### config.mk
export PLATFORM = sky130hd
export DESIGN_NAME = serial_sub_ctrl
export DESIGN_NICKNAME = d
export VERILOG_FILES = /design/src/rtl/serial_sub_ctrl.sv
export SDC_FILE = /design/constraint.sdc
export NUM_CORES = 1
export LEC_CHECK = 0
export ABC_CLOCK_PERIOD_IN_PS = 1500
export BUFFER_PORTS_ARGS = -buffer_cell sky130_fd_sc_hd__buf_2
export CAP_MARGIN = 25
export CORE_MARGIN = 5
export CORE_UTILIZATION = 49
export DETAILED_ROUTE_END_ITERATION = 10
export GPL_TIMING_DRIVEN = 1
export PLACE_DENSITY = 0.76
export SYNTH_ARGS = -nofsm -noshare
export SYNTH_HDL_FRONTEND = slang
export SYNTH_SLANG_ARGS = --single-unit
export TNS_END_PERCENT = 100
### constraint.sdc
create_clock -name clk -period 1.5 [get_ports clk]
set_input_delay 0.225 -clock clk [delete_from_list [all_inputs] [get_ports clk]]
set_output_delay 0.225 -clock clk [all_outputs]
set_load 0.01 [all_outputs]
### src/rtl/serial_sub_ctrl.sv
// Bit-serial |a-b| sequencer: one full-subtract cell over N cycles, then an
// optional serial two's-complement pass when the final borrow is set.
module serial_sub_ctrl #(
    parameter int N = 4
) (
    input  logic         clk,
    input  logic         rst,
    input  logic         start,
    input  logic [N-1:0] a,
    input  logic [N-1:0] b,
    output logic         busy,
    output logic         done,
    output logic [N-1:0] y,
    output logic         neg
);

    typedef enum logic [1:0] {IDLE, SUB, NEG, DONE} state_t;

    localparam int CW = $clog2(N) + 1;
    localparam logic [CW-1:0] LAST = CW'(N - 1);

    state_t        state;
    logic [CW-1:0] cnt;
    logic [N-1:0]  sa;
    logic [N-1:0]  sb;
    logic [N-1:0]  raw;
    logic          bin;
    logic          seen1;

    logic          d;
    logic          bout;
    logic          nbit;

    // Full-subtract cell on the operand LSBs and the serial negate bit.
    always_comb begin
        d    = sa[0] ^ sb[0] ^ bin;
        bout = (~sa[0] & sb[0]) | (~(sa[0] ^ sb[0]) & bin);
        nbit = seen1 ? ~raw[0] : raw[0];
    end

    assign busy = (state == SUB) || (state == NEG);
    assign done = (state == DONE);

    // Raw difference and its negation share one register shifting in from the MSB.
    always_ff @(posedge clk) begin
        if (rst) begin
            state <= IDLE;
            cnt   <= '0;
            sa    <= '0;
            sb    <= '0;
            raw   <= '0;
            bin   <= 1'b0;
            seen1 <= 1'b0;
            y     <= '0;
            neg   <= 1'b0;
        end else begin
            case (state)
                IDLE: begin
                    if (start) begin
                        sa    <= a;
                        sb    <= b;
                        cnt   <= '0;
                        bin   <= 1'b0;
                        state <= SUB;
                    end
                end
                SUB: begin
                    sa  <= {1'b0, sa[N-1:1]};
                    sb  <= {1'b0, sb[N-1:1]};
                    raw <= {d, raw[N-1:1]};
                    bin <= bout;
                    if (cnt == LAST) begin
                        cnt   <= '0;
                        seen1 <= 1'b0;
                        if (bout) begin
                            state <= NEG;
                        end else begin
                            state <= DONE;
                            y     <= {d, raw[N-1:1]};
                            neg   <= 1'b0;
                        end
                    end else begin
                        cnt <= cnt + 1'b1;
                    end
                end
                NEG: begin
                    raw   <= {nbit, raw[N-1:1]};
                    seen1 <= seen1 | raw[0];
                    if (cnt == LAST) begin
                        cnt   <= '0;
                        state <= DONE;
                        y     <= {nbit, raw[N-1:1]};
                        neg   <= bin;
                    end else begin
                        cnt <= cnt + 1'b1;
                    end
                end
                DONE: begin
                    state <= IDLE;
                end
                default: begin
                    state <= IDLE;
                end
            endcase
        end
    end

endmodule

# Yosys cells after proc, flatten, opt, wreduce, memory -nomap -nowiden
# Index checks and enable logic that the tools add are counted.
# Widths: inputs -> output; s select.
[word_totals] ff_bits=24 in_bits=11 out_inout_bits=7 elab_cells=64
[classes] n_addsub=1 n_eq_ne=8 n_mux=26 bitwise_logic=9 n_reduce_logical=11
[ops] cell="$pmux 4 s2" count=4
[ops] cell="$mux 4" count=5
[ops] cell="$pmux 2 s4" count=1
[ops] cell="$mux 1" count=7
[ops] cell="$mux 2" count=3
[ops] cell="$mux 3" count=2
[ops] cell="$pmux 1 s2" count=3
[ops] cell="$pmux 3 s2" count=1
[ops] cell="$reduce_and 2->1" count=3
[ops] cell="$reduce_bool 2->1" count=3
[ops] cell="$eq 2x2->1 const B" count=2
[ops] cell="$ne 2x1->1 const B" count=2
[ops] cell="$ne 2x2->1 const B" count=2
[ops] cell="$reduce_and 4->1" count=1
[ops] cell="$add 3x1->3 const B" count=1
[ops] cell="$eq 3x2->1 const B" count=1
[ops] cell="$not 1->1" count=3
[ops] cell="$reduce_and 3->1" count=1
[ops] cell="$and 1x1->1" count=2
[ops] cell="$eq 2x1->1 const B" count=1
[ops] cell="$logic_not 2->1" count=1
[ops] cell="$or 1x1->1" count=2
[ops] cell="$reduce_or 2->1" count=1
[ops] cell="$xor 1x1->1" count=2
[ops] cell="$logic_or 1x1->1" count=1

# Logic depth before layout (Yosys ltp)
# Gate-level depths: netlist of the first run.
[logic_depth] ltp_word=7 depth_mapped=7

# Least setup slack after synthesis of the first run
# No wires, ideal clock.
[synth_path] path_type="register to register" startpoint="register state[1]" endpoint="register cnt[0]" t_arrival_ns=1.580 t_required_ns=1.430 slack_ns=-0.151 stages_incl_launch_ff=7 period_less_slack_ns=1.651 path_cell_list="dfxtp_1 inv_1 ha_1 buf_4 inv_2 or4_1 a21oi_1"
[synth_via] elab_chain_cells=4 word_cells_on_any_way=8 cone_classes="3 x eq/ne; 1 x mux; 4 x reduce/logical"
[synth_rtl] element="from (decl)" line="22" text="state_t state;"
[synth_rtl] element="from (signal assigned)" line="47" text="state <= IDLE;"
[synth_rtl] element="from (signal assigned)" line="64" text="state <= SUB;"
[synth_rtl] element="from (signal assigned)" line="76" text="state <= NEG;"
[synth_rtl] element="$eq 2x1->1 / $eq 2x2->1 (equally long branches)" line="57" text="case (state)"
[synth_rtl] element="$reduce_or 2->1 (no source line)"
[synth_rtl] element="$reduce_bool 2->1 (no source line)"
[synth_rtl] element="$reduce_and 2->1 (no source line)"
[synth_rtl] element="to (signal assigned)" line="83" text="cnt <= cnt + 1'b1;"
[synth_rtl] element="to (signal assigned)" line="95" text="cnt <= cnt + 1'b1;"
[synth_rtl] element="to (decl)" line="23" text="logic [CW-1:0] cnt;"
# Several ways; a longest one is shown, not always the timed one.
# A chain may end at the register's enable or synchronous reset.

# Worst setup path after layout of the first run
[layout_path] startpoint="register sb[0]" endpoint="register y[3]"
[layout_via] elab_chain_cells=6 word_cells_on_any_way=11 cone_classes="1 x eq/ne; 3 x mux; 6 x bitwise; 1 x reduce/logical"
[layout_rtl] element="from (decl)" line="25" text="logic [N-1:0] sb;"
[layout_rtl] element="from (signal assigned)" line="69" text="sb <= {1'b0, sb[N-1:1]};"
[layout_rtl] element="$xor 1x1->1" line="36, 37"
[layout_rtl] element="$not 1->1" line="37" text="bout = (~sa[0] & sb[0]) | (~(sa[0] ^ sb[0]) & bin);"
[layout_rtl] element="$and 1x1->1" line="37"
[layout_rtl] element="$or 1x1->1" line="37"
[layout_rtl] element="$ne 2x2->1 (no source line)"
[layout_rtl] element="$reduce_and 4->1 (no source line)"
[layout_rtl] element="to (signal assigned)" line="79" text="y <= {d, raw[N-1:1]};"
[layout_rtl] element="to (signal assigned)" line="92" text="y <= {nbit, raw[N-1:1]};"
[layout_rtl] element="to (decl)" line="13" text="output logic [N-1:0] y,"
# Several ways; a longest one is shown, not always the timed one. The select of a mux whose other input is x is not followed.

==> impl_metrics.csv, run 1 <==
group,metric,value,unit
drt,wl,2530,microns
clocking,path_clk_slew,120,ps
clocking,clockBufferDepth,2,
sta,fin_ws,28.0,ps
critical_path,cp_max_fo,6,
clocking,postCtsSetupBuffers,0,
power_and_ir_drop,p_seq_frac,0.337,
clocking,cts_tree,"yes",
placement,place_ws,1.61,ps
floorplan,core.rowCount,17,
drt,vias_per_cell,5.60,
run,maxCapViolations,0,
critical_path,cp-start-kind,"flop",
critical_path,worst_ep_required_time,1740,ps
power_and_ir_drop,p_sw,1.04,mW
power_and_ir_drop,pwr-share-comb,0.538,
sta,post-route-min-period,1470,ps
finish,nNetsFinal,165,
critical_path,crit_type,"flop to flop",
power_and_ir_drop,total_power,2.66,mW
global_route,grt_overflow,0,
drt,drt_iter0_markers,21,
worst_hold_path,holdCritPathClass,"input pin to flop",
power_and_ir_drop,ir_worst_vdd,0.930,mV
sta,final-hold-violation-count,0,
floorplan,start_util,0.524,
finish,regArea,490,sq um
sta,maxSlewHeadroom,0.787,
synth,yosysWarnings,0,
power_and_ir_drop,switching_share,0.392,
floorplan,dieArea,0.00349,sq mm
sta,slew_violations,0,
finish,n_fill_cell,207,
synth,syn_inst,127,
drt,first_pass_iters,4,
sta,finalSetupTns,0,ps
sta,setup_viol,0,
clocking,cts-hold-fix-buffers,0,
global_route,grt_pass1_wl,4070,microns
outcome,status,"completed",
synth,synth.area.top_cells,"dfxtp_1 (41%), mux2i_1 (12%), ha_1 (6.4%), a211oi_1 (5.1%), nor2_1 (4.4%)",
placement,gp_congestion,0.742,
synth,syn_nets,145,
critical_path,r2r_slack,30,ps
placement,place_area,0.00131,sq mm
power_and_ir_drop,clockPowerShare,0.125,
synth,synth_seq_cells,24,
clocking,cts_sinks,24,
power_and_ir_drop,power_density,1870,mW/mm^2
drt,num_vias,974,
critical_path,r2r-start,"sb[0]$_SDFFE_PP0P_",
sta,timing.final.crit_share,0.981,
synth,syn_area,0.00118,sq mm
critical_path,r2r_cells,4,
sta,worst_slew_pin_slew,311,ps
floorplan,ios,18,
sta,fmaxAchievable,679,MHz
clocking,root_buffer,"clkbuf_4",
finish,layout_commonest_cell,"dfxtp_1",
synth,ys_seq_area_frac,0.407,
worst_hold_path,holdCritStartpoint,"rst",
floorplan,die_w,59.1,microns
global_route,grt_max_degree,21,
synth,ys_types,32,
clocking,cts_buffers,3,
clocking,htreeDepth,1,
drt,wl_per_cell,14.6,microns
synth,synth_edf_count,0,
clocking,clock_latency,310,ps
global_route,grt.total_usage,0.147,
finish,multi_input_area,688,sq um
power_and_ir_drop,p_int,1.61,mW
sta,fin_skew,3.82,ps
finish,insertedDiodeCount,0,
floorplan,fp.coreArea,0.00225,sq mm
worst_hold_path,holdPathStages,2,
floorplan,die_height,59.1,microns
finish,drive_gt1_frac,0.329,
synth,synth_largest_area_cell,"dfxtp_1",
synth,synth_top_area_share,0.407,
drt,drc,0,
critical_path,endpoint_kind,"flop",
placement,port_buffers,17,
worst_hold_path,min_to,"cnt[0]$_SDFFE_PP0P_",
finish,area_growth,20.0,%
critical_path,cp.arrival,1710,ps
power_and_ir_drop,leakage,0.575,nW
placement,dp_hpwl,1800,microns
finish,layout_common_cells,"dfxtp_1 (20), buf_2 (17), mux2i_1 (13), nor2_1 (13), a211oi_1 (8)",
global_route,grt_antenna_before_repair,0,
synth,syn_area_per_cell,9.30,sq um
synth,synth_flop_cell,"dfxtp_1",
finish,finalInstanceArea,0.00142,sq mm
critical_path,rr_endpoint,"y[3]$_SDFFE_PP0P_",
sta,whs,100,ps
drt,drtAntennaViolNets,0,
global_route,grt_pass1_vias,940,
synth,synth-async-reset-ratio,0,
[cells in the mapped netlist (2+ instances only)]
cell and n:
dfxtp_1 24, inv_1 9, a21oi_1 7, a22oi_1 2
a211oi_1 8, nand2_1 5, buf_2 3, buf_4 2
ha_1 6, nor2_1 14, clkbuf_1 2, mux2i_1 14
o21ai_0 7, nand4_1 2, nand3_1 4, mux2_2 2
[per-stage QoR]
step / utilization / cells
after floorplan: - / 127
after global placement: 0.582 / 170
after detailed placement: 0.582 / 170
after CTS: 0.601 / 174
after global routing: 0.629 / 174
final: 0.629 / 174
[per-layer routing]
metal | track usage | share of wire | vias up
met2 | 0.238 | 0.48 | 21
li1 | - | - | 485
met1 | 0.196 | 0.46 | 463
met3 | 0.0218 | 0.036 | 5
met5 | 0 | 0 | -
met4 | 0.0583 | 0.016 | 0
[flip-flops by register name, indices dropped and copies added (netlist names)]
signal  count
bin         1
sa          4
y           4
neg         1
raw         4
seen1       1
cnt         3
sb          4
state       2
[how the worst max path moves through the flow]
stage / slack, ps / from / endpoint / depth (start not counted)
after floorplan: 20 / state[1]$_SDFFE_PP0P_ / cnt[0]$_SDFFE_PP0P_ / 6
after global placement: 70 / state[1]$_SDFFE_PP0P_ / y[3]$_SDFFE_PP0P_ / 4
after detailed placement: 2 / state[1]$_SDFFE_PP0P_ / y[3]$_SDFFE_PP0P_ / 4
after CTS: 10 / sb[0]$_SDFFE_PP0P_ / y[3]$_SDFFE_PP0P_ / 4
after global routing: -6 / sb[0]$_SDFFE_PP0P_ / y[3]$_SDFFE_PP0P_ / 4
final: 30 / sb[0]$_SDFFE_PP0P_ / y[3]$_SDFFE_PP0P_ / 4
[kinds of logic after synthesis]
| family | share of synthesized area |
|---|---|
| flip-flops | 0.407 |
| AND/OR/NAND/NOR | 0.124 |
| buffers and inverters | 0.0731 |
| multiplexers | 0.150 |
| AO/OA/AOI/OAI | 0.165 |
| adder cells (fa/ha/maj) | 0.0805 |
[critical path, cell delays in order, from the launching register on]
cell and delay, ps:
dfxtp_1 350, inv_1 60, fa_2 410, mux2_4 320, a311oi_2 270
[power groups by stage]
| stage | sequential (mW) | combinational [mW] | clock (mW) |
|---|---|---|---|
| after detailed placement | 0.892 | 1.26 | 0 |
| final | 0.894 | 1.43 | 0.333 |
| after CTS | 0.877 | 1.28 | 0.346 |
| after floorplan | 0.866 | 1.02 | 0 |
| after global routing | 0.911 | 1.56 | 0.371 |
| after global placement | 0.882 | 1.22 | 0 |
[cell type report]
type,instances,area share
multi-input combinational,85,0.485
tap,28,0.0247
timing repair buffer,23,0.0918
inverter,10,0.0265
sequential,24,0.346
clock buffer,4,0.0256
[what timing repair did]
action / in CTS / in global routing
pin swaps: 0 / 1
endpoints found under the setup margin: 1 / 10
cloned: 0 / 0
resized for setup: 2 / 17
Note: power is estimated with default switching activity, not from simulation.
==> inputs of run 2 (changes only) <==
Settings changed: CELL_PAD_IN_SITES_DETAIL_PLACEMENT set to 0, CELL_PAD_IN_SITES_GLOBAL_PLACEMENT set to 1, CORE_UTILIZATION 49 to 38, PLACE_DENSITY 0.76 to 0.77.
==> impl_metrics.csv, run 2 (synthesis gave the netlist of run 1 again) <==
group,metric,value,unit
drt,wl_per_cell,13.4,microns
global_route,grt_overflow,0,
power_and_ir_drop,p_int,1.66,mW
clocking,cts_tree,"yes",
sta,finalSetupTns,0,ps
power_and_ir_drop,p_seq_frac,0.325,
sta,post-route-min-period,1460,ps
clocking,cts-hold-fix-buffers,0,
clocking,root_buffer,"clkbuf_4",
clocking,clock_latency,320,ps
power_and_ir_drop,leakage,0.604,nW
drt,wl,2630,microns
finish,drive_gt1_frac,0.362,
power_and_ir_drop,clockPowerShare,0.130,
critical_path,worst_ep_required_time,1270,ps
floorplan,dieArea,0.00432,sq mm
placement,gp_congestion,0.816,
worst_hold_path,min_to,"sb[3]$_SDFFE_PP0P_",
power_and_ir_drop,ir_worst_vdd,0.510,mV
placement,place_area,0.00136,sq mm
drt,route.layer.met1.wl,1220,microns
placement,dp_hpwl,1970,microns
floorplan,die_height,65.8,microns
power_and_ir_drop,switching_share,0.383,
global_route,grt.total_usage,0.132,
sta,final-hold-violation-count,0,
critical_path,r2r-start,"state[1]$_SDFFE_PP0P_",
critical_path,rr_endpoint,"cnt[0]$_SDFFE_PP0P_",
power_and_ir_drop,total_power,2.69,mW
finish,nNetsFinal,171,
sta,worst_slew_pin_slew,290,ps
drt,first_pass_iters,4,
critical_path,cp-start-kind,"flop",
global_route,grt_antenna_before_repair,0,
global_route,grt_max_degree,14,
outcome,status,"completed",
power_and_ir_drop,power_density,1830,mW/mm^2
worst_hold_path,holdCritPathClass,"input pin to flop",
power_and_ir_drop,pwr-share-comb,0.545,
clocking,htreeDepth,1,
drt,num_vias,1003,
critical_path,endpoint_kind,"primary output",
worst_hold_path,holdPathStages,3,
drt,drc,0,
critical_path,cp_max_fo,3,
finish,layout_commonest_cell,"dfxtp_1",
finish,area_growth,24.2,%
clocking,cts_buffers,3,
sta,fmaxAchievable,687,MHz
critical_path,r2r_cells,5,
floorplan,die_w,65.8,microns
clocking,cts_sinks,24,
drt,top_layer_used,"met4",
floorplan,start_util,0.390,
drt,met3_wirelength,53,microns
critical_path,r2r_slack,70,ps
drt,drtAntennaViolNets,0,
floorplan,core.rowCount,20,
finish,layout_common_cells,"dfxtp_1 (19), buf_2 (17), mux2i_1 (14)",
sta,timing.final.crit_share,0.970,
finish,insertedDiodeCount,0,
critical_path,cp.arrival,1230,ps
drt,drt_iter0_markers,32,
drt,vias_per_cell,5.12,
sta,maxSlewHeadroom,0.801,
floorplan,fp.coreArea,0.00303,sq mm
global_route,grt_pass1_wl,4400,microns
global_route,grt_pass1_vias,997,
drt,wl_met2,1300,microns
clocking,path_clk_slew,140,ps
sta,grt_setup_unrepaired,"no",
floorplan,ios,18,
sta,setup_viol,0,
finish,finalInstanceArea,0.00147,sq mm
placement,port_buffers,17,
sta,whs,129,ps
power_and_ir_drop,p_sw,1.03,mW
critical_path,crit_type,"flop to primary output",
sta,fin_skew,6.80,ps
clocking,clockBufferDepth,2,
run,maxCapViolations,0,
worst_hold_path,holdCritStartpoint,"b[3]",
sta,slew_violations,0,
[run 2: layout make-up]
| cell class | instances | area, sq um |
|---|---|---|
| well taps | 44 | 55.1 |
| repair buffers | 29 | 175 |
| flip-flops and latches | 24 | 489 |
| inverters | 10 | 37.5 |
| clock buffers | 4 | 36.3 |
| multi-input cells | 85 | 673 |
| fillers | 290 | 1560 |
[run 2: how the worst max path moves through the flow]
stage	from	to	slack, ps	depth (start not counted)
6_report	state[1]$_SDFFE_PP0P_	done	40	4
5_1_grt	state[0]$_SDFFE_PP0P_	cnt[0]$_SDFFE_PP0P_	5	5
4_1_cts	state[0]$_SDFFE_PP0P_	state[0]$_SDFFE_PP0P_	6	5
3_5_place_dp	sb[0]$_SDFFE_PP0P_	y[3]$_SDFFE_PP0P_	-6	5
3_3_place_gp	sb[0]$_SDFFE_PP0P_	y[3]$_SDFFE_PP0P_	60	5
2_1_floorplan	state[1]$_SDFFE_PP0P_	cnt[0]$_SDFFE_PP0P_	20	6
[run 2: critical path, stage by stage (launching register included)]
cell	delay, ps
dfxtp_2	360
buf_4	130
buf_4	130
ha_1	160
buf_2	130
[run 2: stage by stage]
step,util,instances,setup slack [ps]
6_report,0.484,196,44.8
5_1_grt,0.484,196,4.81
4_1_cts,0.462,193,6.48
3_5_place_dp,0.448,189,-6.48
3_3_place_gp,0.448,189,57.2
2_1_floorplan,-,127,21.6
[run 2: repair_timing]
| item | CTS | global route |
|---|---|---|
| hold endpoints to repair | 0 | 0 |
| gates resized for setup | 3 | 15 |
| buffers inserted | 0 | 3 |
| pin swaps | 0 | 4 |
| setup endpoints to repair | 1 | 9 |
[run 2: power groups by stage]
stage | logic (mW) | clock network [mW] | registers, mW
2_1_floorplan | 1.02 | 0 | 0.866
3_3_place_gp | 1.29 | 0 | 0.878
3_5_place_dp | 1.32 | 0 | 0.884
4_1_cts | 1.35 | 0.362 | 0.869
5_1_grt | 1.62 | 0.382 | 0.890
6_report | 1.47 | 0.350 | 0.874
[run 2: routing by layer]
layer,up-vias,GRT usage
li1,500,-
met3,6,0.0205
met5,-,0
met2,18,0.219
met4,0,0.0725
met1,479,0.163
==> inputs of run 3 (changes only) <==
Settings changed: PLACE_DENSITY 0.77 to 0.84.
==> impl_metrics.csv, run 3 (synthesis gave the netlist of run 1 again) <==
group,metric,value,unit
floorplan,dieArea,0.00432,sq mm
global_route,grt_antenna_before_repair,0,
critical_path,endpoint_kind,"flop",
clocking,cts_sinks,24,
placement,place_ws,-5.60,ps
placement,place_area,0.00137,sq mm
finish,n_fill_cell,295,
floorplan,start_util,0.390,
outcome,status,"completed",
worst_hold_path,holdCritPathClass,"input pin to flop",
sta,post-route-min-period,1470,ps
critical_path,rr_endpoint,"cnt[0]$_SDFFE_PP0P_",
placement,port_buffers,17,
sta,fin_ws,30.1,ps
sta,fin_skew,8.33,ps
clocking,clockBufferDepth,2,
clocking,clock_latency,310,ps
critical_path,r2r_slack,30,ps
global_route,grt.total_usage,0.125,
drt,first_pass_iters,4,
sta,fmaxAchievable,680,MHz
clocking,path_clk_slew,130,ps
placement,gp_congestion,0.807,
worst_hold_path,min_to,"sb[3]$_SDFFE_PP0P_",
sta,timing.final.crit_share,0.980,
global_route,grt_pass1_wl,4330,microns
power_and_ir_drop,ir_worst_vdd,0.573,mV
sta,setup_viol,0,
clocking,root_buffer,"clkbuf_4",
placement,dp_hpwl,1820,microns
finish,insertedDiodeCount,0,
floorplan,core.rowCount,20,
critical_path,cp.arrival,1730,ps
drt,drt_iter0_markers,57,
global_route,grt_pass1_vias,991,
finish,finalInstanceArea,0.00146,sq mm
worst_hold_path,holdPathStages,3,
global_route,grt_overflow,0,
drt,drc,0,
drt,wl,2470,microns
clocking,cts_buffers,3,
worst_hold_path,holdCritStartpoint,"b[3]",
sta,worst_slew_pin_slew,251,ps
clocking,cts_tree,"yes",
critical_path,r2r_cells,5,
critical_path,r2r-start,"state[0]$_SDFFE_PP0P_",
critical_path,crit_type,"flop to flop",
finish,drive_gt1_frac,0.342,
power_and_ir_drop,leakage,0.599,nW
floorplan,fp.coreArea,0.00303,sq mm
sta,maxSlewHeadroom,0.828,
drt,vias_per_cell,4.99,
clocking,cts-hold-fix-buffers,0,
sta,slew_violations,0,
finish,layout_commonest_cell,"dfxtp_1",
clocking,htreeDepth,1,
floorplan,die_w,65.8,microns
run,maxCapViolations,0,
power_and_ir_drop,power_density,1860,mW/mm^2
drt,drtAntennaViolNets,0,
floorplan,ios,18,
finish,nNetsFinal,171,
finish,layout_common_cells,"dfxtp_1 (20), buf_2 (17), mux2i_1 (14), nor2_1 (14), buf_4 (12)",
critical_path,worst_ep_required_time,1760,ps
drt,wl_per_cell,12.6,microns
critical_path,cp-start-kind,"flop",
finish,area_growth,23.6,%
floorplan,die_height,65.8,microns
critical_path,cp_max_fo,6,
sta,final-hold-violation-count,0,
drt,num_vias,979,
global_route,grt_max_degree,15,
run 3: cell counts in the layout (fill, tap and decap cells not counted):
Identical to the previous run, type by type.
run 3: critical path: stages (launching register included):
cell and delay (ps):
dfxtp_4 390, inv_2 70, ha_4 300, mux2i_1 100
or4_4 440, a21oi_2 130
run 3: repair_timing:
item                       in CTS  in global routing
hold endpoints to repair        0                  0
gates resized for setup         2                 11
gates cloned                    0                  0
pin swaps                       0                  3
setup endpoints to repair       3                  9
buffers inserted                0                  1
run 3: worst max path at each step:
stage | start | to | slack (ps)
after floorplan | state[1]$_SDFFE_PP0P_ | cnt[0]$_SDFFE_PP0P_ | 20
after global placement | state[1]$_SDFFE_PP0P_ | y[3]$_SDFFE_PP0P_ | 40
after detailed placement | state[1]$_SDFFE_PP0P_ | y[3]$_SDFFE_PP0P_ | -6
after CTS | sb[0]$_SDFFE_PP0P_ | y[3]$_SDFFE_PP0P_ | 6
after global routing | state[0]$_SDFFE_PP0P_ | cnt[0]$_SDFFE_PP0P_ | -20
final | state[0]$_SDFFE_PP0P_ | cnt[0]$_SDFFE_PP0P_ | 30
run 3: through the flow:
step            util  power [mW]  hold WS, ps  cells  TNS (ps)
2_1_floorplan      -        1.88          296    127         0
5_1_grt        0.482        2.94          179    196     -24.1
3_3_place_gp   0.452        2.23          446    191         0
6_report       0.482        2.71          159    196         0
3_5_place_dp   0.452        2.26          460    191     -5.60
4_1_cts        0.467        2.64          145    195         0
run 3: routing by layer:
metal / global-route usage / share of wire / vias to the layer above
met5: 0 / 0 / -
met4: 0.0466 / 0.014 / 0
met3: 0.0188 / 0.032 / 4
met2: 0.214 / 0.48 / 15
met1: 0.157 / 0.47 / 458
li1: - / - / 502
run 3: cell type report:
| cell class | instances | area, sq um | area share |
|---|---|---|---|
| Inverter | 10 | 37.5 | 0.0257 |
| Multi-Input combinational cell | 85 | 668 | 0.458 |
| Tap cell | 44 | 55.1 | 0.0377 |
| Timing Repair Buffer | 29 | 175 | 0.120 |
| Sequential cell | 24 | 488 | 0.334 |
| Clock buffer | 4 | 36.3 | 0.0249 |
run 3: power breakdown:
part           switching, mW  internal, mW  total (mW)
combinational          0.756         0.743        1.50
clock                  0.192         0.148       0.340
sequential            0.0880         0.787       0.875
total                   1.04          1.68        2.71
